File: src/rtl/alu_operand_regfile.sv
// Register file and registered operand-issue stage feeding the ALU (R2/R3 via valid/ready).
// Optional write-through forwarding of a same-cycle write-back is enabled by defining REGFILE_BYPASS_EN.
module alu_operand_regfile #(
  parameter int word_size = 32,
  parameter int addr_size = 5
) (
  input  logic                 clk,
  input  logic                 rst_n,
  input  logic                 rd_req,
  output logic                 rd_ready,
  input  logic [addr_size-1:0] src_a,
  input  logic [addr_size-1:0] src_b,
  output logic [word_size-1:0] R2,
  output logic [word_size-1:0] R3,
  output logic                 op_valid,
  input  logic                 op_ready,
  input  logic                 wr_en,
  input  logic [addr_size-1:0] wr_addr,
  input  logic [word_size-1:0] wr_data
);

  localparam int DEPTH = 2 ** addr_size;

  logic [word_size-1:0] r_regs [DEPTH];
  logic [word_size-1:0] r_R2;
  logic [word_size-1:0] r_R3;
  logic                 r_valid;

  logic                 w_accept;
  logic                 w_wrActive;
  logic [word_size-1:0] w_rdA;
  logic [word_size-1:0] w_rdB;

  assign rd_ready   = !r_valid || op_ready;
  assign w_accept   = rd_req && rd_ready;
  assign w_wrActive = wr_en && (wr_addr != '0);

  // Address 0 is hard-wired to zero on the read side, so its storage is never consulted.
  always_comb begin
    w_rdA = (src_a == '0) ? '0 : r_regs[src_a];
    w_rdB = (src_b == '0) ? '0 : r_regs[src_b];
`ifdef REGFILE_BYPASS_EN
    if (w_wrActive && (wr_addr == src_a)) w_rdA = wr_data;
    if (w_wrActive && (wr_addr == src_b)) w_rdB = wr_data;
`endif
  end

  always_ff @(posedge clk or negedge rst_n) begin
    if (!rst_n) begin
      for (int i = 0; i < DEPTH; i++) r_regs[i] <= '0;
    end else if (w_wrActive) begin
      r_regs[wr_addr] <= wr_data;
    end
  end

  // Operands are snapshots: once captured they only change on the next accept.
  always_ff @(posedge clk or negedge rst_n) begin
    if (!rst_n) begin
      r_R2    <= '0;
      r_R3    <= '0;
      r_valid <= 1'b0;
    end else if (w_accept) begin
      r_R2    <= w_rdA;
      r_R3    <= w_rdB;
      r_valid <= 1'b1;
    end else if (r_valid && op_ready) begin
      r_valid <= 1'b0;
    end
  end

  assign R2       = r_R2;
  assign R3       = r_R3;
  assign op_valid = r_valid;

endmodule

File: config.mk
export PLATFORM = sky130hd
export DESIGN_NAME = alu_operand_regfile
export DESIGN_NICKNAME = d
export VERILOG_FILES = /design/src/rtl/alu_operand_regfile.sv
export SDC_FILE = /design/constraint.sdc
export NUM_CORES = 2
export LEC_CHECK = 0
export BUFFER_PORTS_ARGS = -buffer_cell sky130_fd_sc_hd__buf_2
export CORE_UTILIZATION = 34
export CTS_BUF_LIST = sky130_fd_sc_hd__clkbuf_4 sky130_fd_sc_hd__clkbuf_8
export CTS_CLUSTER_DIAMETER = 150
export CTS_CLUSTER_SIZE = 8
export DETAILED_ROUTE_END_ITERATION = 8
export GPL_ROUTABILITY_DRIVEN = 0
export HOLD_SLACK_MARGIN = 0.1
export PLACE_DENSITY = 0.51
export SKIP_CTS_REPAIR_TIMING = 1
export SLEW_MARGIN = 20
export SYNTH_ARGS = -nofsm -noshare
export SYNTH_HDL_FRONTEND = slang
export SYNTH_SLANG_ARGS = --single-unit
File: constraint.sdc
create_clock -name clk -period 3.23 [get_ports clk]
set_input_delay 0.1615 -clock clk [delete_from_list [all_inputs] [get_ports clk]]
set_output_delay 0.1615 -clock clk [all_outputs]
set_load 0.005 [all_outputs]
==> results.yml <==
run:
  cap_violations: 0
timing:
  max_freq_ghz: 0.365
  fin_crit_ps: 2740
  tns_ps: 0
  rsz0062_at_grt: "false"
  tightest_slew_ps: 1100
  maxSlewViolCount: 0
  fin_ws_ps: 494
  max_slew_margin_pct: 26.6
  fin_worst_skew_ps: 30.9
  hold_viol: 0
  setup_viol: 0
  period_share_pct: 84.7
floorplanning:
  start_util_pct: 34.2
  fp-row-count: 150
  core_area_um2: 167000
  die_h_um: 412
  io_pins: 118
  fp.dieW_um: 412
  dieArea_um2: 170000
critical_path:
  reg2reg_depth: 4
  critical_path.max_fanout: 15
  worstSetupStartpointType: "primary input"
  critPathKind: "in -> reg"
  cp-end-kind: "flop"
  arrival_ps: 3500
  critPathRequiredTime_ps: 3990
synth:
  syn_nets: 3934
  yosys_warnings: 0
  synth-seq-cells: 1089
  synth_area_per_cell_um2: 14.7
  synth_cells: 3882
  synth_seq_area_share_pct: 47.6
  syn-cell-area_um2: 57200
  synth_cell_types: 43
route:
  vias: 36000
  wirelength_mm: 195
  wire_per_inst_um: 31.8
  ant_nets: 0
  dr.pass1.iters: 7
  vias_per_cell: 5.86
  drt_iter0_drc: 2603
  post-route-drc-count: 0
place:
  hpwl_mm: 113
  place_area_um2: 60400
  io_buffers: 117
  dp_slack_ps: 404
clocking:
  clock-sinks: 1089
  clk_pin_slew_ps: 70
  numCtsBuffers: 154
  cts_tree: "yes"
  htreeDepth: 4
  clock_path_buffers: 3
  clk_latency_ps: 890
  root_buffer: "clkbuf_8"
status:
  status: "finished, final reports clean"
worst_hold_path:
  hold_path.class: "in -> async"
finish:
  drive_gt1_share_pct: 54.4
  nNetsFinal: 3976
  postLayoutCoreUtil_pct: 37.8
  syn2layout_area_growth_pct: 10.3
  fill_cells: 16000
  final_common_cell: "mux2_2"
  design_area_um2: 63100
  final_cell_mix: "mux2_2, dfrtp_1, mux4_2, o22ai_1, clkbuf_8"
global_routing:
  grt_pass1_wl_mm: 282
  grt_pass1_vias: 37100
  grt.total_usage_pct: 23.0
  gr-total-overflow: 0
  grt_max_degree: 159
  antenna_found_initial: 9
power:
  leakagePower_nw: 27.4
  power.density_nw_per_um2: 563
  ir_drop_uv: 431
-- sequential cells by signal, indices dropped and copies added (netlist names) --
| register | count |
|---|---|
| r_regs | 1024 |
| R2 | 32 |
| R3 | 32 |
| op_valid | 1 |
-- layer usage --
| metal | track usage (%) | part of all wire (%) | up-vias |
|---|---|---|---|
| met2 | 35.8 | 46 | 1059 |
| met1 | 33.2 | 46 | 19700 |
| met5 | 0 | 0.0056 | - |
| met3 | 3.49 | 5.3 | 292 |
| met4 | 6.74 | 2.6 | 2 |
| li1 | - | - | 14900 |
-- kinds of logic (layout without fill, tap and decap cells) --
logic type	Yosys count	count (layout)	share of synthesized area, %
AO/OA/AOI/OAI	386	386	4.99
AND/OR/NAND/NOR	157	157	1.40
buffers and inverters	434	487	4.12
flip-flops	1089	1089	47.6
other	0	5	0
multiplexers	1816	1816	41.8
-- critical path: stages --
cell and delay [ps]:
dlygate4sd3_1 600, buf_2 250, or4b_2 1090, buf_4 350, o22ai_1 180, a2111oi_0 80, a22o_1 210, dlygate4sd3_1 550
-- report_power, final --
group          internal [mW]  switching [mW]
Combinational           4.62            3.05
Sequential              16.2            1.90
Clock                   4.37            5.34
Total                   25.2            10.3
-- metrics by stage --
step / hold WS [ps] / cells / power [mW]
final: 21.5 / 6144 / 35.5
after global routing: 103 / 6140 / 37.3
after CTS: -956 / 6094 / 35.8
after detailed placement: 31.0 / 5927 / 26.0
after global placement: 28.6 / 5927 / 25.8
after floorplan: -134 / 3882 / 23.4
-- final timing paths --
| path | slack [ps] | start | to |
|---|---|---|---|
| worst min register to register | 400 | r_regs[1007] | r_regs[1007] |
| worst max register to register | 640 | op_valid | R2[28] |
| max in group asynchronous | 910 | rst_n | r_regs[1016] |
| worst min-delay path | 20 | rst_n | r_regs[546] |
| worst max-delay path | 490 | src_a[4] | R2[28] |
| min in group clk | 130 | src_b[3] | R3[29] |
-- final cells by class --
type                    count  area (µm²)  area share, %
multi-input cells        2359       27900           44.2
flip-flops and latches   1089       27300           43.2
diodes                      5        12.5         0.0198
clock buffers             159        2180           3.46
repair buffers            320        2920           4.62
well taps                2204        2760           4.37
clock inverters             8        68.8          0.109
-- synthesized netlist by cell type (all sizes together) --
library cell  instances  area share [%]
mux2               1356              27
dfrtp              1089              48
mux4                324              13
buf                 245             2.8
clkbuf              189             1.3
o22ai               184             2.0
mux2i               136             2.4
nor2                 81            0.55
a211oi               64            0.84
a2111oi              62            0.95
a22o                 60            0.92
nand2                19            0.12
nor2b                 8           0.088
nor3b                 8            0.11
nand2b                4           0.044
nand3                 4           0.035
nand3b                4           0.053
nand4b                4           0.061
nand4bb               4           0.079
o31ai                 4           0.053
and3                  3           0.033
nor3                  3           0.026
or2                   3           0.033
a21boi                2           0.026
a21o                  2           0.026
a221oi                2           0.031
a22oi                 2           0.026
a32o                  2           0.035
nand4                 2           0.022
nor4                  2           0.022
o211ai                2           0.074
or3                   2           0.022
or4                   2           0.039
or4b                  2           0.035
and3b                 1           0.015
or3b                  1           0.015
No activity file was read; power rests on OpenSTA's default activity.
